===== src/rtl/mem_arbiter_pkg.sv =====
// Shared definitions for the data-memory arbiter: memory op codes,
// arbiter state encoding and response port-select constants.
package mem_arbiter_pkg;

    // Memory op codes: bit 2 clear = store, bit 2 set = load
    localparam logic [2:0] OP_STORE_BYTE = 3'b000;
    localparam logic [2:0] OP_STORE_HALF = 3'b001;
    localparam logic [2:0] OP_STORE_WORD = 3'b010;
    localparam logic [2:0] OP_LOAD_BYTE  = 3'b100;
    localparam logic [2:0] OP_LOAD_HALF  = 3'b101;
    localparam logic [2:0] OP_LOAD_WORD  = 3'b110;

    // Arbiter ownership state
    typedef enum logic [1:0] {
        ST_IDLE   = 2'd0,
        ST_C_OWN  = 2'd1,
        ST_D_OWN  = 2'd2,
        ST_D_LOCK = 2'd3
    } arb_state_e;

    // Response routing select
    localparam logic SEL_C = 1'b0;
    localparam logic SEL_D = 1'b1;

    function automatic logic op_is_load(input logic [2:0] op);
        return op[2];
    endfunction

endpackage


===== src/rtl/mem_arb_wait_cnt.sv =====
// Saturating count of consecutive cycles port D has been refused.
// Saturation flag lets D take priority for one grant.
module mem_arb_wait_cnt
    import mem_arbiter_pkg::*;
#(
    parameter int MAX_WAIT = 4
) (
    input  logic                          clk,
    input  logic                          nrst,
    input  logic                          clr_i,
    input  logic                          inc_i,
    output logic [$clog2(MAX_WAIT+1)-1:0] cnt_o,
    output logic                          sat_o
);
    localparam int CW = $clog2(MAX_WAIT + 1);

    logic [CW-1:0] cnt_q;
    logic [CW-1:0] cnt_d;

    assign sat_o = (cnt_q == CW'(MAX_WAIT));
    assign cnt_o = cnt_q;

    // Next count: clear wins, otherwise increment until saturated
    always_comb begin
        cnt_d = cnt_q;
        if (clr_i) begin
            cnt_d = '0;
        end else if (inc_i && !sat_o) begin
            cnt_d = cnt_q + CW'(1);
        end
    end

    // Counter register
    always_ff @(posedge clk or negedge nrst) begin
        if (!nrst) begin
            cnt_q <= '0;
        end else begin
            cnt_q <= cnt_d;
        end
    end

endmodule


===== src/rtl/mem_arbiter.sv =====
// Two-port arbiter for the single-port data memory (core port C, DMA/loader
// port D). One grant per cycle, combinational; load data routed back to the
// winner one cycle later. Optional macro MEM_ARB_LOCK_EN adds the d_lock_i
// port and the D_LOCK state for uninterrupted D bursts.
module mem_arbiter
    import mem_arbiter_pkg::*;
#(
    parameter int MAX_WAIT = 4,
    parameter int AW       = 11
) (
    input  logic          clk,
    input  logic          nrst,
    input  logic          c_req_i,
    input  logic [2:0]    c_op_i,
    input  logic [AW-1:0] c_addr_i,
    input  logic [31:0]   c_wdata_i,
    output logic          c_gnt_o,
    output logic          c_rvalid_o,
    output logic [31:0]   c_rdata_o,
    input  logic          d_req_i,
    input  logic [2:0]    d_op_i,
    input  logic [AW-1:0] d_addr_i,
    input  logic [31:0]   d_wdata_i,
    output logic          d_gnt_o,
    output logic          d_rvalid_o,
    output logic [31:0]   d_rdata_o,
`ifdef MEM_ARB_LOCK_EN
    input  logic          d_lock_i,
`endif
    output logic          m_stall_o,
    output logic [2:0]    m_op_o,
    output logic [AW-1:0] m_addr_o,
    output logic [31:0]   m_wdata_o,
    input  logic [31:0]   m_rdata_i
);
    arb_state_e    state_q, state_d;
    logic          wait_sat;
    logic          lock_hold;
    logic          rvalid_q, rvalid_d;
    logic          rsp_sel_q, rsp_sel_d;
    logic [2:0]    last_op_q;
    logic [AW-1:0] last_addr_q;

    mem_arb_wait_cnt #(.MAX_WAIT(MAX_WAIT)) u_wait (
        .clk   (clk),
        .nrst  (nrst),
        .clr_i (d_gnt_o | ~d_req_i),
        .inc_i (d_req_i & ~d_gnt_o),
        .cnt_o (),
        .sat_o (wait_sat)
    );

`ifdef MEM_ARB_LOCK_EN
    assign lock_hold = (state_q == ST_D_LOCK);
`else
    assign lock_hold = 1'b0;
`endif

    // Grant: D on no contention, on starvation guard or while locked; else C
    always_comb begin
        d_gnt_o = d_req_i & (~c_req_i | wait_sat | lock_hold);
        c_gnt_o = c_req_i & ~d_gnt_o;
    end

    // Request mux onto memory bus; op/addr hold last driven values when idle
    always_comb begin
        m_op_o    = last_op_q;
        m_addr_o  = last_addr_q;
        m_wdata_o = c_wdata_i;
        m_stall_o = ~(c_gnt_o | d_gnt_o);
        if (d_gnt_o) begin
            m_op_o    = d_op_i;
            m_addr_o  = d_addr_i;
            m_wdata_o = d_wdata_i;
        end else if (c_gnt_o) begin
            m_op_o    = c_op_i;
            m_addr_o  = c_addr_i;
        end
    end

    // Capture the driven op/addr so they stay stable through idle cycles
    always_ff @(posedge clk) begin
        if (!m_stall_o) begin
            last_op_q   <= m_op_o;
            last_addr_q <= m_addr_o;
        end
    end

    // Ownership FSM next state
    always_comb begin
        state_d = state_q;
        case (state_q)
            ST_IDLE: begin
                if (d_gnt_o)      state_d = ST_D_OWN;
                else if (c_gnt_o) state_d = ST_C_OWN;
            end
            ST_C_OWN: begin
                if (d_gnt_o)       state_d = ST_D_OWN;
                else if (!c_gnt_o) state_d = ST_IDLE;
            end
            ST_D_OWN: begin
`ifdef MEM_ARB_LOCK_EN
                if (d_gnt_o && d_lock_i) state_d = ST_D_LOCK;
                else if (d_gnt_o)        state_d = ST_D_OWN;
`else
                if (d_gnt_o)             state_d = ST_D_OWN;
`endif
                else if (c_gnt_o)        state_d = ST_C_OWN;
                else                     state_d = ST_IDLE;
            end
            ST_D_LOCK: begin
`ifdef MEM_ARB_LOCK_EN
                if (!d_req_i || !d_lock_i) state_d = ST_IDLE;
`else
                state_d = ST_IDLE;
`endif
            end
            default: state_d = ST_IDLE;
        endcase
    end

    // Response tracking: a load grant marks next cycle valid for its port
    always_comb begin
        rvalid_d  = (c_gnt_o & op_is_load(c_op_i)) | (d_gnt_o & op_is_load(d_op_i));
        rsp_sel_d = rsp_sel_q;
        if (rvalid_d) begin
            rsp_sel_d = d_gnt_o ? SEL_D : SEL_C;
        end
    end

    // Control registers: FSM state and response select/valid
    always_ff @(posedge clk or negedge nrst) begin
        if (!nrst) begin
            state_q   <= ST_IDLE;
            rvalid_q  <= 1'b0;
            rsp_sel_q <= SEL_C;
        end else begin
            state_q   <= state_d;
            rvalid_q  <= rvalid_d;
            rsp_sel_q <= rsp_sel_d;
        end
    end

    // Route returning read data to the owning port, zero to the other
    always_comb begin
        c_rvalid_o = rvalid_q & (rsp_sel_q == SEL_C);
        d_rvalid_o = rvalid_q & (rsp_sel_q == SEL_D);
        c_rdata_o  = c_rvalid_o ? m_rdata_i : 32'h0;
        d_rdata_o  = d_rvalid_o ? m_rdata_i : 32'h0;
    end

endmodule


===== config.mk =====
export PLATFORM = sky130hd
export DESIGN_NAME = mem_arbiter
export DESIGN_NICKNAME = d
export VERILOG_FILES = /design/src/rtl/mem_arbiter_pkg.sv /design/src/rtl/mem_arb_wait_cnt.sv /design/src/rtl/mem_arbiter.sv
export SDC_FILE = /design/constraint.sdc
export NUM_CORES = 1
export LEC_CHECK = 0
export CORE_AREA = 2 2 94 96
export DETAILED_ROUTE_END_ITERATION = 10
export DIE_AREA = 0 0 96 98
export GPL_TIMING_DRIVEN = 0
export MAX_ROUTING_LAYER = met4
export PLACE_DENSITY = 0.78
export SETUP_SLACK_MARGIN = 0.02
export SYNTH_ARGS = -nofsm -noshare
export SYNTH_HDL_FRONTEND = slang
export SYNTH_SLANG_ARGS = --single-unit
export TNS_END_PERCENT = 100

===== constraint.sdc =====
create_clock -name clk -period 1.8 [get_ports clk]
set_input_delay 0.36 -clock clk [delete_from_list [all_inputs] [get_ports clk]]
set_output_delay 0.36 -clock clk [all_outputs]
set_load 0.01 [all_outputs]

## After elaboration in Yosys (flattened, before gate mapping)

Cells that the tools add are included.

- Add/subtract/negate cells: 1
- Bitwise gates (word level): 16
- Mux-type cells: 10
- Equality and inequality tests: 1
- Reduce and logical (&&, ||, !) cells: 3

Operator list:

| cell | count |
|---|---|
| two-way mux 32 bit | 3 |
| two-way mux 11 bit | 2 |
| two-way mux 3 bit | 4 |
| bitwise AND 1 bit | 7 |
| NOT 1 bit | 5 |
| bitwise OR 1 bit | 4 |
| adder 3 x 1 -> 3 bit, second input constant | 1 |
| == test 3 bit, second input constant | 1 |
| nonzero test 2 bit | 1 |
| logical AND 1 bit | 1 |
| zero test 1 bit | 1 |
| two-way mux 1 bit | 1 |

- Register bits: 19
- Logic and storage cells: 36
- Output and inout bits: 115
- Input bits: 128

## Longest topological paths before layout

Gate-level depths: netlist (run 1).

- Depth in word-level cells: 8
- Depth in mapped cells: 7
- Gate-level depth less buffers: 6

## Cells and area by module

Synthesis (run 1) repeated with hierarchy kept, for this count alone.

- Cells, all modules: 220
- Area total of the unflattened synthesis: 2132.0 um^2

By module, submodules not included:

| module | seq. area each (um^2) | area each (um^2) | times used | cells an instance |
|---|---|---|---|---|
| mem_arbiter | 470.5 | 1939.4 | 1 | 202 |
| mem_arb_wait_cnt | 75.1 | 192.7 | 1 | 18 |

## Worst setup path after synthesis (run 1)

No wires, ideal clock.

- Path kind: register -> output
- From: reg u_wait.cnt_q[0], in the netlist u_wait.cnt_o[0]
- To: out m_wdata_o[10]
- Required time: 1.440 ns
- Stages on the path, launching flop included: 8
- Buffers on the path: 2
- Path slack: -0.074 ns
- Data arrival time: 1.514 ns
- Cells stage by stage: dfrtp_1 > inv_1 > ha_1 > a21bo_4 > nand2_4 > buf_8 > buf_12 > mux2_4

- Longest elaborated chain between the ends: 4

RTL lines:

| what | line | source |
|---|---|---|
| from (decl) | mem_arb_wait_cnt.sv:17 | `logic [CW-1:0] cnt_q;` |
| from (signal assigned) | mem_arb_wait_cnt.sv:38 | `cnt_q <= cnt_d;` |
| == test 3 bit | mem_arb_wait_cnt.sv:20 | `assign sat_o = (cnt_q == CW'(MAX_WAIT));` |
| bitwise OR 1 bit | mem_arbiter.sv:61 | `d_gnt_o = d_req_i & (~c_req_i \| wait_sat \| lock_hold);` |
| bitwise AND 1 bit | mem_arbiter.sv:61 |  |
| two-way mux 32 bit | mem_arbiter.sv:71 | `if (d_gnt_o) begin` |
| to (decl) | mem_arbiter.sv:33 | `output logic [31:0] m_wdata_o,` |

No other way between the ends.

## Worst setup path after layout (run 1)

- From: reg u_wait.cnt_q[0], in the netlist u_wait.cnt_o[0]
- To: out m_wdata_o[28]

Same word-level chain as after synthesis.

==> summary.txt, run 1 <==
Status
  – Status: finished, violations left
  – Failing checks: negative setup slack

Yosys
  – Largest family of logic cells by synthesized area: simple AND/OR/NAND/NOR gates
  – Post-synth EDFFs: 14
  – Mux cell area share after synthesis: 23.8%
  – Synth Area in Simple Gates: 28.9%
  – Post-synthesis compound-gate area fraction: 9.38%
  – Async S/R FF share, synth: 26.3%
  – Seq/Total Area, Yosys: 28.0%
  – Synth area leaders: edfxtp_1 (22%), mux2_4 (19%), and2_1 (13%)
  – Adder-Cell Fraction of Synth Area: 1.28%
  – Area leader, netlist: edfxtp_1
  – Distinct cell type count after synthesis: 29
  – Synth cell count leaders: and2_1 (42), and3_1 (32), mux2_4 (25)
  – Main synth FF type: edfxtp_1
  – Top cell type's share of synthesized area: 21.6%
  – YS warnings: 0
  – Syn nets: 315
  – Xor and xnor area share after synthesis: 0%
  – Avg Cell Area, Syn: 10.5 um2
  – Syn Std Cell Area: 1950 um2
  – Synthesized flop and latch total: 19
  – Cell count after synthesis: 185
  – Top-count cell post-synth: and2_1

Power
  – P_sw: 0.594 mW
  – Power per cell area: 412 nW/um2
  – Switching share of power: 27.8%
  – Seq pwr share: 24.9%
  – Clock share of power: 13.7%
  – Comb power frac: 61.5%
  – Max VDD drop: 0.553 mV
  – P_int: 1.54 mW
  – Leakage: 2.52 nW

Floorplanning
  – Die width: 96 um
  – DIE AREA: 9410 um2
  – Die height: 98 um
  – Starting Density: 23.0%
  – Row count: 34
  – Core ar.: 8470 um2
  – Ports: 243

Routing
  – Number of DRC markers in iteration 0: 37
  – Antenna violation net count after detailed routing: 0
  – Via count: 2,593
  – Drt wl/cell: 15.4 um
  – TritonRoute pass-1 iters: 4
  – DRC Markers: 0
  – Drt via density: 4.49
  – Drt total wl: 8860 um

Global routing
  – Number of global-route vias before repair: 2,612
  – Pin count of the biggest net entering global routing: 15
  – First-pass GRT wire length: 12,800 um
  – Initial antenna violation count: 0
  – GR Overflow Total: 0
  – Total GRT Usage: 17.4%

STA
  – Final Hold Fails: 0
  – Slew @ Worst Pin: 0.527 ns
  – F_max: 441 MHz
  – Max-slew violations: 0
  – Final Critical Period: 2.27 ns
  – Worst Skew: 0.000796 ns
  – RSZ-0062 raised after global routing: yes
  – Setup_tns: -19.12 ns
  – Period utilisation layout: 126%
  – Post-route setup slack: -0.468 ns
  – Slew HR: 64.8%
  – Setup violators final: 74

Worst setup path
  – Path type of the worst setup path: register to primary output
  – Worst Setup SP: u_wait.cnt_o[0]
  – Crit-path max FO: 6
  – Crit path launch type: register
  – CP arrival: 1.91 ns
  – Required time of the critical path: 1.44 ns
  – Worst r2r src: u_wait.cnt_o[1]
  – CP Capture Type: primary output

Placed design
  – Final HPWL DP: 6480 um
  – Port-buffer cells: 241
  – Pre-CTS WS: -0.891 ns
  – Routability-driven placement congestion ratio: 0.750

Clock network
  – CTS Buf Count: 3
  – Clock sink total: 19
  – CTS Root Cell: clkbuf_8
  – Clk_lat worst skew: 0.25 ns
  – Clock Tree Buf Depth: 2
  – Htree depth: 1
  – Reg clk slew, reported paths: 0.07 ns
  – Hold_buf cts: 0
  – CTS tree: built

Final layout
  – Nets: 600
  – Antenna cells: 0
  – Final Util: 61.2%
  – Area grow syn2layout: 166%
  – Fill cell count: 705
  – Layout cells sized above 1: 51.8%

Hold path
  – Worst hold path type: input pin to async pin

Flow run
  – Max-cap violation count: 0
[registers in the layout (all words and copies together) (netlist names)]
signal	flops
last_op_q	3
u_wait.cnt_o	3
last_addr_q	11
rvalid_q	1
rsp_sel_q	1
[layout by cell type, fill, tap and decap left out, types with 3 or more instances in the layout]
master             n
clkdlybuf4s50_1  125
buf_12             7
nor2_1             3
buf_2             13
mux2_4            31
buf_8              5
dfrtp_1            3
and2_1            11
inv_2              3
or3_1              5
edfxtp_1          14
and2_4            31
buf_4             19
clkbuf_2          18
clkbuf_8           5
and3_1            32
buf_6             89
clkdlybuf4s15_1   11
a221o_1            9
o221a_4            5
clkbuf_4           3
[per-stage QoR]
stage               power [mW]  area, um2  hold slack [ns]  cells
floorplan                0.928       1960           0.0644    185
global placement          1.57       4510            0.472    534
detailed placement        1.58       4510            0.482    534
CTS                       2.04       5020            0.325    574
global route              2.25       5180            0.331    577
finish                    2.14       5180            0.321    577
[critical path, stage by stage (launching register included)]
cell     delay, ns
dfrtp_1       0.37
inv_2         0.05
ha_4          0.16
a21bo_4       0.21
nand2_4       0.07
buf_12        0.14
buf_12        0.12
buf_8         0.11
mux2_4        0.30
buf_6         0.12
[worst paths after layout]
check,to,slack (ns),cells past startpoint
setup / recovery,m_wdata_o[28],-0.47,9
hold / removal,u_wait.cnt_o[1],0.32,1
setup reg to reg,last_addr_q[1],0.02,9
hold reg to reg,u_wait.cnt_o[0],0.56,2
max in group asynchronous,rvalid_q,1.28,1
min in group clk,u_wait.cnt_o[2],0.38,3
[metal layers]
layer	global-route usage (%)	part of all wire, %	wire (um)	vias up
met3	3.24	8.2	728	8
met5	-	0	0	-
met4	3.19	1.1	99	0
met2	31.6	54	4790	135
met1	19.6	37	3240	1205
li1	-	-	-	1245
[cells by family (layout without fill, tap and decap cells)]
group / after synthesis / in the layout
fa+ha+maj: 2 / 2
mux: 33 / 33
compound gates: 18 / 18
simple gates: 90 / 90
buf+inv: 23 / 307
flops: 19 / 19
[area by class of cell]
| class | count | area [um2] | area share [%] |
|---|---|---|---|
| flip-flops and latches | 19 | 548 | 10.6 |
| clock buffers | 3 | 41.3 | 0.797 |
| inverters | 5 | 18.8 | 0.362 |
| clock inverters | 1 | 5.00 | 0.0966 |
| plain buffers | 17 | 213 | 4.11 |
| multi-input cells | 143 | 1410 | 27.3 |
| well taps | 108 | 135 | 2.61 |
| repair buffers | 281 | 2810 | 54.2 |
[power by group through the flow]
stage	clock network [mW]	registers [mW]	logic (mW)
floorplan	0	0.536	0.392
global placement	0	0.543	1.03
detailed placement	0	0.544	1.04
CTS	0.298	0.532	1.21
global route	0.324	0.536	1.39
finish	0.292	0.531	1.31
[timing repair]
action | in CTS | in global routing
resized for setup | 495 | 100
setup buffers | 30 | 9
pin swaps | 18 | 26
endpoints found under the setup margin | 122 | 113
cloned | 6 | 1
Note: power is estimated with default switching activity, not from simulation.
==> inputs of run 2 (changes only) <==
Settings changed: CELL_PAD_IN_SITES_DETAIL_PLACEMENT set to 2, CELL_PAD_IN_SITES_GLOBAL_PLACEMENT set to 2, CORE_AREA 2 2 94 96 to not set, CORE_UTILIZATION set to 11, DIE_AREA 0 0 96 98 to not set, PLACE_DENSITY 0.78 to 0.77.
==> run 2 against run 1 <==
The flow still finishes with violations (negative setup slack). Cell area grew 5.1%. Worst hold slack improved by 0.023 ns. Die area is 94% higher. Total power rose by 11%. Clock power is 59% higher. Combinational power rose by 4%. Routed wire length rose by 38%. Sequential share of layout area shrank 0.52 points. Core utilization is 30 points lower.
==> summary.txt, run 2 (same netlist as run 1, synthesis figures left out) <==
STA
  – Setup violators final: 59 (was 74)
  – Slew @ Worst Pin: 0.562 ns (was 0.527 ns)
  – Final hold slack: 0.344 ns (was 0.321 ns)
  – Final Hold Fails: 0 (unchanged)
  – Post-route setup slack: -0.481 ns (was -0.468 ns)
  – Final Critical Period: 2.28 ns (was 2.27 ns)
  – Worst Skew: 0.00107 ns (was 0.000796 ns)
  – Slew HR: 62.5% (was 64.8%)
  – Max-slew violations: 0 (unchanged)
  – Setup_tns: -18.87 ns (was -19.12 ns)
  – F_max: 438 MHz (was 441 MHz)
  – Period utilisation layout: 127% (was 126%)
  – RSZ-0062 raised after global routing: yes (unchanged)

Power
  – Leakage: 2.53 nW (was 2.52 nW)
  – Tot Pwr: 2.36 mW (was 2.14 mW)
  – Power per cell area: 433 nW/um2 (was 412 nW/um2)
  – Max VDD drop: 0.307 mV (was 0.553 mV)

Global routing
  – Number of global-route vias before repair: 3,012 (was 2,612)
  – GR Util met3: 1.09% (was 3.24%)
  – Initial antenna violation count: 0 (unchanged)
  – Met1 Use GR: 14.4% (was 19.6%)
  – First-pass GRT wire length: 17,400 um (was 12,800 um)
  – Total GRT Usage: 12.7% (was 17.4%)
  – Busiest metal layer after global routing: met2 (unchanged)
  – GR Overflow Total: 0 (unchanged)
  – Pin count of the biggest net entering global routing: 15 (unchanged)
  – Met2 usage: 24.5% (was 31.6%)

Floorplanning
  – Core ar.: 17,300 um2 (was 8470 um2)
  – Starting Density: 11.3% (was 23.0%)
  – DIE AREA: 18,200 um2 (was 9410 um2)
  – Row count: 48 (was 34)
  – Die width: 135 um (was 96 um)
  – Ports: 243 (unchanged)
  – Die height: 135 um (was 98 um)

Clock network
  – CTS Buf Count: 3 (unchanged)
  – Reg clk slew, reported paths: 0.06 ns (was 0.07 ns)
  – CTS Root Cell: clkbuf_16 (was clkbuf_8)
  – Hold_buf cts: 0 (unchanged)
  – Clock sink total: 19 (unchanged)
  – CTS tree: built (unchanged)
  – Htree depth: 1 (unchanged)
  – Clk_lat worst skew: 0.25 ns (about the same)
  – Clock Tree Buf Depth: 2 (unchanged)

Status
  – Status: finished, violations left (unchanged)
  – Failing checks: negative setup slack (unchanged)

Flow run
  – Max-cap violation count: 0 (unchanged)

Worst setup path
  – Slowest cell on crit path: dfrtp_1 (unchanged)
  – Path type of the worst setup path: register to primary output (unchanged)
  – Critical Path Max Stage Delay: 0.37 ns (about the same)
  – Crit path launch type: register (unchanged)
  – Most common cell on crit path: buf_12 (unchanged)
  – Critical Path, Cell by Cell: inv_2 > ha_4 > a21bo_4 > nand2_4 > buf_12 > buf_12 > buf_12 > mux2_4 > buf_6 (was inv_2 > ha_4 > a21bo_4 > nand2_4 > buf_12 > buf_12 > buf_8 > mux2_4 > buf_6)
  – R2R setup slack: -0.07 ns (was 0.02 ns)
  – Required time of the critical path: 1.44 ns (about the same)
  – CP arrival: 1.92 ns (was 1.91 ns)
  – CP Capture Type: primary output (unchanged)
  – Crit-path max FO: 7 (was 6)

Placed design
  – DP Area: 4650 um2 (was 4510 um2)
  – Port-buffer cells: 241 (unchanged)
  – Final HPWL DP: 9010 um (was 6480 um)
  – Routability-driven placement congestion ratio: 0.698 (was 0.750)

Final layout
  – Fill cell count: 1,850 (was 705)
  – Most flop-heavy register: last_addr_q (unchanged)
  – Commonest non-fill, non-tap cells in the layout: clkdlybuf4s50_1 (125), buf_6 (97), buf_2 (31) (was clkdlybuf4s50_1 (125), buf_6 (89), and3_1 (32))
  – Layout cells sized above 1: 57.9% (was 51.8%)
  – Area grow syn2layout: 180% (was 166%)
  – Final Util: 31.5% (was 61.2%)
  – Most common cell after layout, fill and taps aside: clkdlybuf4s50_1 (unchanged)
  – Nets: 606 (was 600)
  – Antenna cells: 0 (unchanged)
  – Design area: 5450 um2 (was 5180 um2)
  – Number of flip-flops in the largest register: 11 (unchanged)

Routing
  – Antenna violation net count after detailed routing: 0 (unchanged)
  – Number of DRC markers in iteration 0: 32 (was 37)
  – Drt wl/cell: 17.5 um (was 15.4 um)
  – Drt total wl: 12,300 um (was 8860 um)
  – DRC Markers: 0 (unchanged)
  – TritonRoute pass-1 iters: 4 (unchanged)
  – Via count: 2,628 (was 2,593)
  – Drt via density: 3.75 (was 4.49)

Hold path
  – Worst hold path type: input pin to async pin (unchanged)
run 2: final cells by class:
cell class	count	area, um2	area share [%]
Buffer	15	224	4.11
Clock buffer	3	75.1	1.38
Clock inverter	1	5.00	0.0919
Inverter	5	21.3	0.391
Multi-Input combinational cell	143	1470	26.9
Sequential cell	19	548	10.1
Tap cell	225	282	5.17
Timing Repair Buffer	289	2830	51.9
run 2: worst max-delay path: cells and delay by family (launching register included):
family / cells / cell delay (ns)
mux: 1 / 0.30
compound gates: 1 / 0.22
buf+inv: 5 / 0.54
fa+ha+maj: 1 / 0.16
simple gates: 1 / 0.07
flops: 1 / 0.37
run 2: power breakdown:
| part | internal, mW | switching [mW] |
|---|---|---|
| Clock | 0.298 | 0.165 |
| Sequential | 0.519 | 0.0159 |
| Combinational | 0.881 | 0.482 |
run 2: worst paths after layout:
kind / end / cells after the start / from
worst max-delay path: m_wdata_o[29] / 9 / u_wait.cnt_o[1]
worst min-delay path: u_wait.cnt_o[0] / 1 / nrst
worst max register to register: last_addr_q[0] / 9 / u_wait.cnt_o[1]
worst min register to register: last_addr_q[6] / 2 / last_addr_q[6]
max in group asynchronous: rsp_sel_q / 1 / nrst
min in group clk: u_wait.cnt_o[0] / 3 / c_req_i
run 2: repair_timing:
item,4_1_cts,5_1_grt
gates resized for setup,603,67
gates cloned,7,1
endpoints found under the setup margin,122,121
setup buffers,41,8
pin swaps,25,11
run 2: metal layers:
layer  part of all wire, %  vias to the layer above
met5                     0                        -
met4                  0.90                        0
met3                   4.2                       10
met2                    57                      109
met1                    38                     1251
li1                      -                     1258
run 2: through the flow:
stage               setup WS (ns)  std cells
floorplan                  0.0166        185
global placement           -0.940        651
detailed placement         -0.958        651
CTS                        -0.495        703
global route               -0.539        700
finish                     -0.481        700
==> inputs of run 3 (changes only) <==
Settings changed: CELL_PAD_IN_SITES_DETAIL_PLACEMENT 2 to 1.
==> run 3 against run 2 <==
The run still ends with negative setup slack left. Clock-buffer cell count unchanged. Routed wire length shrank 10%. Clock skew hardly changed. Cell area is 2.2% lower. Critical path depth did not move. Global-route usage fell by 1.6 points. Register-to-register slack got worse by 0.08 ns. Non-clock buffer count decreased by 1. Fmax is 0.43% higher.
==> summary.txt, run 3 (same netlist as run 1, synthesis figures left out) <==
Status
  – Status: finished, violations left (unchanged)
  – Failing checks: negative setup slack (unchanged)

Power
  – Max VDD drop: 0.339 mV (was 0.307 mV)
  – Power per cell area: 436 nW/um2 (was 433 nW/um2)
  – Leakage: 2.57 nW (was 2.53 nW)

Final layout
  – Commonest non-fill, non-tap cells in the layout: clkdlybuf4s50_1 (125), buf_6 (80), buf_2 (42) (was clkdlybuf4s50_1 (125), buf_6 (97), buf_2 (31))
  – Layout cells sized above 1: 54.2% (was 57.9%)
  – Area grow syn2layout: 173% (was 180%)
  – Design area: 5320 um2 (was 5450 um2)
  – Most common cell after layout, fill and taps aside: clkdlybuf4s50_1 (unchanged)
  – Antenna cells: 0 (unchanged)
  – Number of flip-flops in the largest register: 11 (unchanged)
  – Nets: 605 (was 606)
  – Final Util: 30.8% (was 31.5%)
  – Most flop-heavy register: last_addr_q (unchanged)
  – Post-route insts no fill: 699 (was 700)

STA
  – Post-route setup slack: -0.471 ns (was -0.481 ns)
  – Slew HR: 63.1% (was 62.5%)
  – Final Critical Period: 2.27 ns (was 2.28 ns)
  – RSZ-0062 raised after global routing: yes (unchanged)
  – Slew @ Worst Pin: 0.552 ns (was 0.562 ns)
  – Setup violators final: 66 (was 59)
  – Period utilisation layout: 126% (was 127%)
  – F_max: 440 MHz (was 438 MHz)
  – Worst Skew: 0.00155 ns (was 0.00107 ns)
  – Final Hold Fails: 0 (unchanged)
  – Max-slew violations: 0 (unchanged)

Routing
  – Drt wl/cell: 15.7 um (was 17.5 um)
  – Drt total wl: 11,000 um (was 12,300 um)
  – Via count: 2,608 (was 2,628)
  – Drt via density: 3.73 (was 3.75)
  – TritonRoute pass-1 iters: 4 (unchanged)
  – DRC Markers: 0 (unchanged)
  – Number of DRC markers in iteration 0: 21 (was 32)
  – Antenna violation net count after detailed routing: 0 (unchanged)

Floorplanning
  – Core ar.: 17,300 um2 (unchanged)
  – DIE AREA: 18,200 um2 (unchanged)
  – Ports: 243 (unchanged)
  – Die width: 135 um (unchanged)
  – Row count: 48 (unchanged)
  – Starting Density: 11.3% (unchanged)
  – Die height: 135 um (unchanged)

Placed design
  – Port-buffer cells: 241 (unchanged)
  – Final HPWL DP: 8370 um (was 9010 um)
  – Post-Place Cells: 651 (unchanged)
  – DP Area: 4650 um2 (unchanged)
  – Routability-driven placement congestion ratio: 0.698 (unchanged)

Worst setup path
  – Slowest cell on crit path: dfrtp_1 (unchanged)
  – Required time of the critical path: 1.44 ns (about the same)
  – CP Capture Type: primary output (unchanged)
  – Crit path launch type: register (unchanged)
  – WP buf/inv: 5 (unchanged)
  – Critical Path Max Stage Delay: 0.37 ns (about the same)
  – CP delay by family, top: buffers and inverters (unchanged)
  – Crit-path max FO: 5 (was 7)
  – R2R setup slack: -0.15 ns (was -0.07 ns)
  – Critical Path, Cell by Cell: inv_2 > ha_4 > a21bo_4 > nand2_4 > buf_12 > buf_12 > buf_16 > mux2_4 > buf_6 (was inv_2 > ha_4 > a21bo_4 > nand2_4 > buf_12 > buf_12 > buf_12 > mux2_4 > buf_6)
  – Most common cell on crit path: buf_12 (unchanged)
  – Path type of the worst setup path: register to primary output (unchanged)
  – CP arrival: 1.91 ns (was 1.92 ns)

Global routing
  – Number of global-route vias before repair: 2,815 (was 3,012)
  – GR Overflow Total: 0 (unchanged)
  – Total GRT Usage: 11.2% (was 12.7%)
  – Pin count of the biggest net entering global routing: 15 (unchanged)
  – First-pass GRT wire length: 15,500 um (was 17,400 um)
  – Initial antenna violation count: 0 (unchanged)

Clock network
  – Htree depth: 1 (unchanged)
  – CTS tree: built (unchanged)
  – Clk_lat worst skew: 0.25 ns (about the same)
  – Clock Tree Buf Depth: 2 (unchanged)
  – Reg clk slew, reported paths: 0.05 ns (was 0.06 ns)
  – CTS Root Cell: clkbuf_16 (unchanged)
  – CTS Buf Count: 3 (unchanged)
  – Clock sink total: 19 (unchanged)

Hold path
  – Worst hold path type: input pin to async pin (unchanged)

Flow run
  – Max-cap violation count: 0 (unchanged)
## run 3: final cells by class
cell class	instances	area (um2)
multi-input combinational	143	1400
timing repair buffer	287	2760
fill	1952	12000
clock buffer	3	75.1
sequential	19	548
clock inverter	1	5.00
tap	225	282
inverter	5	23.8
buffer	16	226
## run 3: path summary, 6_finish.rpt
path                                  from         endpoint  cells after the start
setup / recovery           u_wait.cnt_o[1]     m_wdata_o[6]                      9
hold / removal                        nrst  u_wait.cnt_o[0]                      1
setup reg to reg           u_wait.cnt_o[1]   last_addr_q[0]                     10
hold reg to reg            u_wait.cnt_o[0]  u_wait.cnt_o[0]                      2
max in group asynchronous             nrst         rvalid_q                      1
min in group clk                   c_req_i  u_wait.cnt_o[2]                      3
## run 3: what timing repair did
action	CTS	global route
pin swaps	18	15
resized for setup	565	72
gates cloned	6	1
hold buffers	0	0
setup buffers	37	7
endpoints found under the setup margin	136	115
hold endpoints to repair	0	0
## run 3: where the power goes
group / switching (mW) / total (mW) / internal, mW / leakage, nW
combinational: 0.457 / 1.33 / 0.870 / 2.32
clock: 0.162 / 0.460 / 0.298 / 0.0409
sequential: 0.0148 / 0.534 / 0.519 / 0.207
## run 3: metrics by stage
| step | TNS [ns] | hold WS [ns] | power (mW) | setup slack (ns) |
|---|---|---|---|---|
| after floorplan | 0 | 0.0644 | 0.928 | 0.0166 |
| after global placement | -64.75 | 0.471 | 1.59 | -0.940 |
| after detailed placement | -70.66 | 0.477 | 1.61 | -0.975 |
| after CTS | -21.62 | 0.342 | 2.27 | -0.496 |
| after global routing | -24.24 | 0.351 | 2.44 | -0.540 |
| final | -19.68 | 0.337 | 2.32 | -0.471 |
## run 3: layer usage
layer | track usage (%) | vias to the layer above | share of wire, %
li1 | - | 1254 | -
met1 | 12.4 | 1241 | 38
met2 | 21.3 | 107 | 55
met3 | 1.65 | 6 | 6.5
met4 | 1.31 | 0 | 0.52
met5 | - | - | 0
